File: src/rtl/tile_sweep_ctrl.sv
// tile_sweep_ctrl: drives one 8-in/8-out combinational microtile through a
// selectable vector sequence. Each vector is held for SETTLE+1 cycles.
// The tile response is captured on the last edge of that window, streamed
// out as an (input, output) pair, and folded into a 16-bit MISR.
module tile_sweep_ctrl #(
    parameter int unsigned SETTLE = 2  // cycles from vector update to capture, 1..15
) (
    input  logic        clk,
    input  logic        rst_n,
    input  logic        start,
    input  logic [1:0]  mode,
    input  logic        abort,
    output logic [7:0]  tile_ui,
    input  logic [7:0]  tile_uo,
    output logic        busy,
    output logic        done,
    output logic        sample_valid,
    output logic [7:0]  sample_in,
    output logic [7:0]  sample_out,
    output logic [15:0] signature
);

    // Controller states
    localparam logic [1:0] StIdle   = 2'd0;
    localparam logic [1:0] StRun    = 2'd1;
    localparam logic [1:0] StFinish = 2'd2;

    // Sequence selectors
    localparam logic [1:0] ModeExh  = 2'd0;
    localparam logic [1:0] ModeWalk = 2'd1;
    localparam logic [1:0] ModeLfsr = 2'd2;

    localparam logic [3:0]  SettleLast = SETTLE[3:0];
    localparam logic [15:0] MisrPoly   = 16'h1021;
    localparam logic [15:0] MisrSeed   = 16'hFFFF;

    logic [1:0]  state_q, state_d;
    logic [1:0]  mode_q, mode_d;
    logic [3:0]  cnt_q, cnt_d;
    logic [7:0]  vidx_q, vidx_d;   // index of the vector currently applied
    logic [7:0]  tile_ui_q, tile_ui_d;
    logic        busy_q, busy_d;
    logic        done_q, done_d;
    logic        sv_q, sv_d;
    logic [7:0]  sin_q, sin_d;
    logic [7:0]  sout_q, sout_d;
    logic [15:0] sig_q, sig_d;

    logic        capture;
    logic        last_vec;
    logic [15:0] misr_next;

    // First vector of a sequence; walking-one and LFSR both start at 0x01.
    function automatic logic [7:0] first_vec(input logic [1:0] m);
        logic [7:0] v;
        case (m)
            ModeExh: v = 8'h00;
            default: v = 8'h01;
        endcase
        return v;
    endfunction

    // Successor of vector v in sequence m.
    function automatic logic [7:0] next_vec(input logic [1:0] m, input logic [7:0] v);
        logic [7:0] n;
        case (m)
            ModeExh:  n = v + 8'd1;
            ModeWalk: n = {v[6:0], 1'b0};
            ModeLfsr: n = {v[6:0], v[7] ^ v[5] ^ v[4] ^ v[3]};
            default:  n = 8'h00;
        endcase
        return n;
    endfunction

    // Index of the final vector of sequence m (length minus one).
    function automatic logic [7:0] last_idx(input logic [1:0] m);
        logic [7:0] l;
        case (m)
            ModeExh:  l = 8'd255;
            ModeWalk: l = 8'd7;
            ModeLfsr: l = 8'd254;
            default:  l = 8'd0;
        endcase
        return l;
    endfunction

    // Capture strobe, end-of-sequence detect and MISR step
    always_comb begin
        capture   = (state_q == StRun) && (cnt_q == SettleLast);
        last_vec  = (vidx_q == last_idx(mode_q));
        misr_next = {sig_q[14:0], 1'b0}
                    ^ (sig_q[15] ? MisrPoly : 16'h0000)
                    ^ {8'h00, tile_uo};
    end

    // Next-state logic for the sweep sequencer and the output registers
    always_comb begin
        state_d   = state_q;
        mode_d    = mode_q;
        cnt_d     = cnt_q;
        vidx_d    = vidx_q;
        tile_ui_d = tile_ui_q;
        busy_d    = busy_q;
        done_d    = 1'b0;
        sv_d      = 1'b0;
        sin_d     = sin_q;
        sout_d    = sout_q;
        sig_d     = sig_q;

        case (state_q)
            StIdle: begin
                // mode 3 is reserved and leaves the controller idle
                if (start && (mode != 2'd3)) begin
                    state_d   = StRun;
                    mode_d    = mode;
                    cnt_d     = 4'd0;
                    vidx_d    = 8'd0;
                    tile_ui_d = first_vec(mode);
                    busy_d    = 1'b1;
                    sig_d     = MisrSeed;
                end
            end

            StRun: begin
                if (abort) begin
                    // Abort suppresses any capture due on this edge
                    state_d   = StIdle;
                    busy_d    = 1'b0;
                    tile_ui_d = 8'h00;
                end else if (capture) begin
                    sv_d   = 1'b1;
                    sin_d  = tile_ui_q;
                    sout_d = tile_uo;
                    sig_d  = misr_next;
                    if (last_vec) begin
                        state_d   = StFinish;
                        busy_d    = 1'b0;
                        done_d    = 1'b1;
                        tile_ui_d = 8'h00;
                    end else begin
                        // Next vector goes out on the capture edge: no idle gap
                        tile_ui_d = next_vec(mode_q, tile_ui_q);
                        vidx_d    = vidx_q + 8'd1;
                        cnt_d     = 4'd0;
                    end
                end else begin
                    cnt_d = cnt_q + 4'd1;
                end
            end

            StFinish: begin
                state_d = StIdle;
            end

            default: begin
                state_d   = StIdle;
                busy_d    = 1'b0;
                tile_ui_d = 8'h00;
            end
        endcase
    end

    // State and output registers with synchronous active-low reset
    always_ff @(posedge clk) begin
        if (!rst_n) begin
            state_q   <= StIdle;
            mode_q    <= ModeExh;
            cnt_q     <= 4'd0;
            vidx_q    <= 8'd0;
            tile_ui_q <= 8'h00;
            busy_q    <= 1'b0;
            done_q    <= 1'b0;
            sv_q      <= 1'b0;
            sin_q     <= 8'h00;
            sout_q    <= 8'h00;
            sig_q     <= MisrSeed;
        end else begin
            state_q   <= state_d;
            mode_q    <= mode_d;
            cnt_q     <= cnt_d;
            vidx_q    <= vidx_d;
            tile_ui_q <= tile_ui_d;
            busy_q    <= busy_d;
            done_q    <= done_d;
            sv_q      <= sv_d;
            sin_q     <= sin_d;
            sout_q    <= sout_d;
            sig_q     <= sig_d;
        end
    end

    assign tile_ui      = tile_ui_q;
    assign busy         = busy_q;
    assign done         = done_q;
    assign sample_valid = sv_q;
    assign sample_in    = sin_q;
    assign sample_out   = sout_q;
    assign signature    = sig_q;

endmodule

File: config.mk
export PLATFORM = sky130hd
export DESIGN_NAME = tile_sweep_ctrl
export DESIGN_NICKNAME = d
export VERILOG_FILES = /design/src/rtl/tile_sweep_ctrl.sv
export SDC_FILE = /design/constraint.sdc
export NUM_CORES = 1
export LEC_CHECK = 0
export CAP_MARGIN = 0
export CORE_ASPECT_RATIO = 0.9
export CORE_MARGIN = 2
export CORE_UTILIZATION = 51
export CTS_CLUSTER_DIAMETER = 80
export DETAILED_ROUTE_END_ITERATION = 6
export GPL_TIMING_DRIVEN = 0
export PLACE_DENSITY = 0.9
export SETUP_SLACK_MARGIN = 0.02
export SLEW_MARGIN = 20
export SYNTH_ARGS = -nofsm -noshare
export SYNTH_HDL_FRONTEND = slang
export SYNTH_SLANG_ARGS = --single-unit
File: constraint.sdc
create_clock -name clk -period 2.39 [get_ports clk]
set_input_delay 0.717 -clock clk [delete_from_list [all_inputs] [get_ports clk]]
set_output_delay 0.717 -clock clk [all_outputs]
set_load 0.01 [all_outputs]
==> impl_metrics.tcl <==
set metrics [dict create \
    start_util_pct 53.3 \
    rows 25 \
    synth_compound_area_share_pct 17.7 \
    syn_area_mm2 0.00284 \
    clk_pin_slew_ns 0.06 \
    p_per_area_mw_per_mm2 611 \
    vias 2861 \
    synth_fa_ha_area_share_pct 1.77 \
    grt_pass1_vias 2617 \
    dp_hpwl_um 5300 \
    finalClockSkew_ns 0.00609 \
    synth.area.mux_share_pct 3.18 \
    total_power_mw 2.27 \
    period_needed_ns 2.26 \
    syn_area_per_cell_um2 8.08 \
    cp-start-kind "input pin" \
    drt_pass1_iterations 6 \
    drcViolationCount 0 \
    dr.first_iter.drc_count 304 \
    pin_count 57 \
    clock_latency_ns 0.34 \
    slew_violations 0 \
    cts_resized 3 \
    gp_congestion 0.842 \
    status "complete, no violations" \
    post_cts_buffers 0 \
    htreeDepth 3 \
    wl_per_cell_um 15.4 \
    clk_path_buf_depth 2 \
    grt_usage_pct 26.1 \
    worstPathArrival_ns 2.51 \
    nFillCells 400 \
    finalWirelength_um 7560 \
    antenna_found_initial 0 \
    ys_types 52 \
    cts_sinks 59 \
    synthSimpleGateAreaFrac_pct 26.3 \
    critPathKind "in2reg" \
    rsz0062_at_grt "false" \
    grt_pass1_wl_um 12300 \
    synth_nets 369 \
    overflow 0 \
    nets 436 \
    holdWs_ns 0.455 \
    cp.required_ns 2.65 \
    io_buffers 56 \
    area_growth_pct 31.4 \
    cts_hold_buf 0 \
    routed_via_density 5.84 \
    slew-limit-headroom_pct 57.6 \
    worstPathMaxFanout 10 \
    fin_util_pct 70.0 \
    path_cells "clkdlybuf4s50_1 -> a21bo_2 -> mux2i_4 -> nand3_2 -> clkbuf_4 -> nor3_2 -> mux2i_1" \
    antennaDiodeCount 0 \
    synth-xor-area-share_pct 4.63 \
    synth_top_family_by_area "simple AND/OR/NAND/NOR gates" \
    drive_gt1_share_pct 9.46 \
    cts_made_buffers 9 \
    cts_tree "built" \
    dieWidth_um 82.6 \
    tightest_slew_ns 0.631 \
    endpoint_kind "flop" \
    max_stage_delay_ns 0.50 \
    core_region_area_mm2 0.00532 \
    grt_max_degree 11 \
    hold_viol_final 0 \
    dp.cells 474 \
    layoutNonFillerInstCount 490 \
    ir_drop_uv 435 \
    cap_violations 0 \
    hp-class "reg2reg" \
    root_buffer "clkbuf_8" \
    synth_flop_cell "dfxtp_1" \
    cpMaxStageDelayCell "clkdlybuf4s50_1" \
    dieArea_mm2 0.00617 \
    ys_async_sr_fraction_pct 0 \
    synth-seq-area-share_pct 41.7 \
    min_period_over_period_pct 94.4 \
    fmax_mhz 443 \
    die_y_um 74.7 \
    antenna_left 0 \
    ys_ff_latch 59 \
    synth_edf_count 0 \
    leakage_nw 1.38 \
    yosys_warnings 0 \
    syn_inst 351 \
    report.final.setup_viol 0 \
]
==> Yosys cell counts, types with 2 or more instances <==
| cell | count | area [um2] |
|---|---|---|
| buf_6 | 2 | 22.5 |
| nand2_1 | 65 | 244 |
| nor3_1 | 16 | 80.1 |
| mux2i_1 | 9 | 90.1 |
| inv_1 | 5 | 18.8 |
| ha_1 | 4 | 50.1 |
| a41o_1 | 3 | 30.0 |
| o31ai_1 | 3 | 22.5 |
| nand3_1 | 12 | 60.1 |
| o21ai_0 | 16 | 80.1 |
| nand2b_1 | 6 | 37.5 |
| a31oi_1 | 2 | 12.5 |
| o21ai_1 | 2 | 10.0 |
| clkbuf_1 | 17 | 63.8 |
| nor2_1 | 22 | 82.6 |
| a211oi_2 | 2 | 25.0 |
| dfxtp_1 | 59 | 1180 |
| buf_2 | 6 | 30.0 |
| xnor2_1 | 6 | 52.6 |
| xor2_1 | 9 | 78.8 |
| and2_1 | 4 | 25.0 |
| nor4_1 | 3 | 18.8 |
| nand4_1 | 10 | 62.6 |
| and3_1 | 6 | 37.5 |
| a21oi_1 | 35 | 175 |
==> stage by stage <==
stage | area (um2) | worst slack, ns | setup TNS (ns)
floorplan | 2840 | 0.425 | 0
global placement | 3480 | -0.269 | -6.27
detailed placement | 3480 | -0.369 | -7.64
CTS | 3700 | 0.0503 | 0
global route | 3720 | 0.00994 | 0
finish | 3720 | 0.134 | 0
==> logic make-up (layout without fill, tap and decap cells) <==
group,Yosys count,in the layout
buffers and inverters,30,102
XOR/XNOR,15,15
AO/OA/AOI/OAI,79,79
multiplexers,9,9
adder cells (fa/ha/maj),4,4
AND/OR/NAND/NOR,155,155
flip-flops,59,59
==> per-layer routing <==
metal / routed length (um) / global-route usage, % / part of all wire [%] / vias to the layer above
met3: 615 / 4.32 / 8.1 / 29
li1: - / - / - / 1365
met1: 3280 / 36.4 / 43 / 1317
met4: 257 / 13.8 / 3.4 / 0
met2: 3420 / 38.8 / 45 / 150
met5: 0 / 0 / 0 / -
==> state kept, by name, indices dropped and copies added, names as in the netlist, 2 cells and up <==
name        cells
signature      16
sample_in       8
sample_out      8
tile_ui         8
vidx_q          8
cnt_q           4
mode_q          2
state_q         2
==> final cells by class <==
| class | count | area (um2) | area share [%] |
|---|---|---|---|
| Timing Repair Buffer | 56 | 561 | 15.0 |
| Inverter | 5 | 18.8 | 0.504 |
| Sequential cell | 59 | 1180 | 31.7 |
| Multi-Input combinational cell | 262 | 1550 | 41.6 |
| Clock inverter | 5 | 77.6 | 2.08 |
| Clock buffer | 11 | 131 | 3.53 |
| Buffer | 25 | 124 | 3.33 |
| Tap cell | 67 | 83.8 | 2.25 |
==> where the power goes <==
group,switching [mW],internal [mW],leakage [nW]
sequential,0.0215,1.01,0.478
clock,0.389,0.584,0.103
combinational,0.157,0.118,0.800
total,0.567,1.71,1.38
==> placed cells by master (no fill, tap or decap), drive strengths merged, types with 4 or more instances in the layout <==
cell type / synthesis / routed
nand4: 10 / 10
xor2: 9 / 9
buf: 8 / 8
clkdlybuf4s50: 0 / 56
dfxtp: 59 / 59
nor3: 17 / 17
ha: 4 / 4
nand2b: 6 / 6
nand2: 65 / 65
and2: 5 / 5
o21ai: 19 / 19
inv: 5 / 5
a21oi: 36 / 36
clkbuf: 17 / 28
xnor2: 6 / 6
mux2i: 9 / 9
nand3: 13 / 13
nor2: 22 / 22
and3: 6 / 6
==> worst max-delay path, delay by kind of cell <==
family	cells	cell delay (ns)
and+or+nand+nor	2	0.37
muxes	2	0.41
AOI/OAI and AO/OA	1	0.29
buffers and inverters	2	0.72
==> worst paths after layout <==
check / from / end / slack [ns] / depth (start not counted)
setup / recovery: start / vidx_q[4] / 0.13 / 7
hold / removal: sample_out[7] / sample_out[7] / 0.46 / 2
setup reg to reg: cnt_q[0] / tile_ui[4] / 0.35 / 9
hold reg to reg: sample_out[7] / sample_out[7] / 0.46 / 2
No activity file was read; power rests on OpenSTA's default activity.
==> RTL edit 1 (same settings) <==
Put one more register stage on the output `tile_ui`. The value now appears one clock later. The other outputs are not delayed to match.
--- a/src/rtl/tile_sweep_ctrl.sv
+++ b/src/rtl/tile_sweep_ctrl.sv
@@ -189,7 +189,9 @@
         end
     end
 
-    assign tile_ui      = tile_ui_q;
+    always_ff @(posedge clk) begin
+        tile_ui <= tile_ui_q;
+    end
     assign busy         = busy_q;
     assign done         = done_q;
     assign sample_valid = sv_q;
Function: changed (Yosys sat finds a counterexample within 4 cycles, from zero or initial values and one cycle with rst_n low).
==> RTL edit 1 against the original RTL <==
Largest power group unchanged. Cell area up 5.8%. Worst setup slack got worse by 0.080 ns. Clock power rose by 10%. Sequential cell count grew 8. Final cell count is 1.0% higher. Total power is 10% higher. Critical path depth did not move. Routed wire length up 0.40%. Area after synthesis is 6.4% higher.
==> RTL edit 1: results (changes against the original RTL) <==
vias in the first global route - 2692 (+2.9%)
Syn Area/Cell - 8.54 sq um (+5.8%)
First-pass DRT Iterations - 4 (-2)
Endpoint, Worst Hold - tile_ui[6]
Routed Wire Length - 7.59 mm (+0.40%)
gr usage total - 0.240 (-0.0206)
Leak - 1.45 nW (+4.7%)
Post-synth top cells - dfxtp_1, nand2_1, nor2_1, nand3_1
Hold Crit Start - tile_ui_q[6]
outcome - finished, final reports clean
largest net degree at the start of global routing - 13 (+2)
buffering overhead - 0.172 (-0.0120)
sequential cell area fraction in the yosys report - 0.445 (+0.0282)
Final Skew - 0.00534 ns (-0.000749 ns)
sw frac - 0.252 (+0.00252)
Synth area leaders - dfxtp_1, nand2_1, a21boi_0, xor2_1, nand3_1
Worst R2R End - tile_ui_q[7]
routability congestion estimate - 0.825 (-2.0%)
post-route cell area - 3940 sq um (+5.8%)
critical path endpoint - vidx_q[6]
worst hold stages - 0 (-2)
worst-path fanout max - 5 (-5)
Post-Synth XOR/XNOR Area - 0.0494 (+0.00304)
R2R depth - 7 (-2)
CP max stage delay - 0.53 ns (+0.03 ns)
Max Freq - 428 MHz (-3.4%)
first-pass GRT wire length - 12.6 mm (+2.7%)
critical path's top delay family - simple AND/OR/NAND/NOR gates
TAP cells - 70 (+4.5%)
Repair and plain buffers - 79 (-2.5%)
filler cell count - 428 (+7.0%)
layout cell share with drive strength beyond 1 - 0.104 (+0.00897)
Min Hold Slack - 0.351 ns (-0.104 ns)
#MultiIn Comb - 259 (-1.1%)
Initial DRC Count - 240 (-21%)
register area - 1340 sq um (+14%)
net count after synthesis - 371 (+0.54%)
Worst EP arrival - 2.62 ns (+0.11 ns)
post-place instance area - 3660 sq um (+5.3%)
Max VDD drop - 0.716 mV (+65%)
compound-cell area share of the yosys netlist - 0.170 (-0.00640)
via count - 2873 (+0.42%)
Worst path slowest cell - or4_4
nets@finish - 438 (+0.46%)
worst r2r src - tile_ui_q[3]
-- RTL edit 1: what timing repair did --
action | 4_1_cts | 5_1_grt
pin swaps | 0 | 2
setup buffers | 0 | 1
cloned | 0 | 0
setup endpoints to repair | 1 | 24
resized for setup | 0 | 13
-- RTL edit 1: per-layer routing --
metal	global-route usage	part of all wire
met5	0	0
met4	0.0921	0.024
met3	0.0753	0.078
met2	0.377	0.47
met1	0.308	0.43
-- RTL edit 1: power groups by stage --
| stage | Sequential [mW] | Combinational (mW) | Clock (mW) |
|---|---|---|---|
| finish | 1.16 | 0.279 | 1.07 |
| global route | 1.17 | 0.304 | 1.12 |
| CTS | 1.16 | 0.267 | 1.07 |
| detailed placement | 1.19 | 0.265 | 0 |
| global placement | 1.19 | 0.258 | 0 |
| floorplan | 1.19 | 0.154 | 0 |
==> RTL edit 2 (same flow settings) <==
Without the edit above. Add an input register stage for `start`, `mode`, `abort` and `tile_uo`; this delays them by one clock.
--- a/src/rtl/tile_sweep_ctrl.sv
+++ b/src/rtl/tile_sweep_ctrl.sv
@@ -34,6 +34,18 @@
     localparam logic [15:0] MisrPoly   = 16'h1021;
     localparam logic [15:0] MisrSeed   = 16'hFFFF;
 
+    logic start_q;
+    logic [1:0] mode_r;
+    logic abort_q;
+    logic [7:0] tile_uo_q;
+
+    always_ff @(posedge clk) begin
+        start_q   <= start;
+        mode_r    <= mode;
+        abort_q   <= abort;
+        tile_uo_q <= tile_uo;
+    end
+
     logic [1:0]  state_q, state_d;
     logic [1:0]  mode_q, mode_d;
     logic [3:0]  cnt_q, cnt_d;
@@ -90,7 +102,7 @@
         last_vec  = (vidx_q == last_idx(mode_q));
         misr_next = {sig_q[14:0], 1'b0}
                     ^ (sig_q[15] ? MisrPoly : 16'h0000)
-                    ^ {8'h00, tile_uo};
+                    ^ {8'h00, tile_uo_q};
     end
 
     // Next-state logic for the sweep sequencer and the output registers
@@ -110,19 +122,19 @@
         case (state_q)
             StIdle: begin
                 // mode 3 is reserved and leaves the controller idle
-                if (start && (mode != 2'd3)) begin
+                if (start_q && (mode_r != 2'd3)) begin
                     state_d   = StRun;
-                    mode_d    = mode;
+                    mode_d    = mode_r;
                     cnt_d     = 4'd0;
                     vidx_d    = 8'd0;
-                    tile_ui_d = first_vec(mode);
+                    tile_ui_d = first_vec(mode_r);
                     busy_d    = 1'b1;
                     sig_d     = MisrSeed;
                 end
             end
 
             StRun: begin
-                if (abort) begin
+                if (abort_q) begin
                     // Abort suppresses any capture due on this edge
                     state_d   = StIdle;
                     busy_d    = 1'b0;
@@ -130,7 +142,7 @@
                 end else if (capture) begin
                     sv_d   = 1'b1;
                     sin_d  = tile_ui_q;
-                    sout_d = tile_uo;
+                    sout_d = tile_uo_q;
                     sig_d  = misr_next;
                     if (last_vec) begin
                         state_d   = StFinish;
Check against the original RTL: not equivalent (Yosys sat finds a counterexample within 4 cycles, from zero or initial values and one cycle with rst_n low).
==> RTL edit 2 against the original RTL <==
Worst setup slack improved by 0.077 ns. Cell area rose by 11%. Sequential cell count rose by 12. Routed wire length rose by 10%. Total power rose by 7.7%. Sequential share of layout area rose by 2.7 points. Clock skew rose by 0.0045 ns. Via count rose by 11%. Area after synthesis rose by 15%. Critical endpoint is now tile_ui[3]. Largest cell class unchanged. Highest routed layer unchanged.
==> RTL edit 2: results (changes against the original RTL) <==
worst-path fanout max - 7 (-3)
Synth area leaders - dfxtp_1, nand2_1, a21oi_1, xor2_1, nor2_1
R2R depth - 8 (-1)
net count after synthesis - 408 (+11%)
drt wl/cell - 15.3 microns (-1.2%)
compound-cell area share of the yosys netlist - 0.167 (-0.00916)
Placed Cells incl. Taps - 532 (+12%)
Leak - 1.49 nW (+7.5%)
routability congestion estimate - 0.908 (+7.9%)
Post-synth top cells - nand2_1, dfxtp_1, a21oi_1, nor2_1
Buffers on Ports - 55 (-1.8%)
sequential cell area fraction in the yosys report - 0.434 (+0.0175)
gr usage total - 0.245 (-0.0151)
post-cts sizing count - 0 (-3)
Worst EP arrival - 2.48 ns (-0.03 ns)
largest net degree at the start of global routing - 17 (+6)
DPL Wire Length - 5.82 mm (+9.8%)
nets@finish - 474 (+8.7%)
Clk Latency, worst-skew pair - 0.37 ns (+0.03 ns)
outcome - finished, final reports clean
vias in the first global route - 2908 (+11%)
clock-pin slew on the worst setup and hold paths - 0.09 ns (+0.03 ns)
Max VDD drop - 0.454 mV (+4.4%)
post-place instance area - 3930 sq um (+13%)
mux share of post-synthesis cell area - 0.0290 (-0.00273)
First-pass DRT Iterations - 5 (-1)
synth unique cells - 59 (+13%)
Initial DRC Count - 307 (+0.99%)
critical path endpoint - tile_ui[3]
Final Skew - 0.0106 ns (+0.00448 ns)
via count - 3174 (+11%)
dpl ws - -0.0132 ns (+0.356 ns)
Sw Pwr - 0.716 mW (+26%)
[RTL edit 2: logic make-up after synthesis]
logic type,count (synthesis)
DFF,71
xor gates and xnor gates,17
and+or+nand+nor,172
AOI/OAI and AO/OA,83
adders and majority gates,4
muxes,9
buffers and inverters,34
[RTL edit 2: layer usage]
layer	track usage	wire length, microns
met5	0	0
met2	0.391	3920
met1	0.309	3590
met4	0.0803	153
met3	0.0869	697
[RTL edit 2: final cells by class]
class / instances / area (sq um)
fillers: 513 / 2020
multi-input cells: 285 / 1670
flip-flops and latches: 71 / 1420
repair buffers: 55 / 551
plain buffers: 28 / 158
clock buffers: 9 / 124
well taps: 87 / 109
clock inverters: 7 / 68.8
inverters: 6 / 22.5
[RTL edit 2: critical path, stage by stage (launching register included)]
cell and delay, ns:
dfxtp_1 0.37, inv_1 0.09, ha_1 0.21, nor3b_2 0.20, o31ai_1 0.43, and2_1 0.19
clkbuf_1 0.34, nand2_1 0.12, a21oi_1 0.15
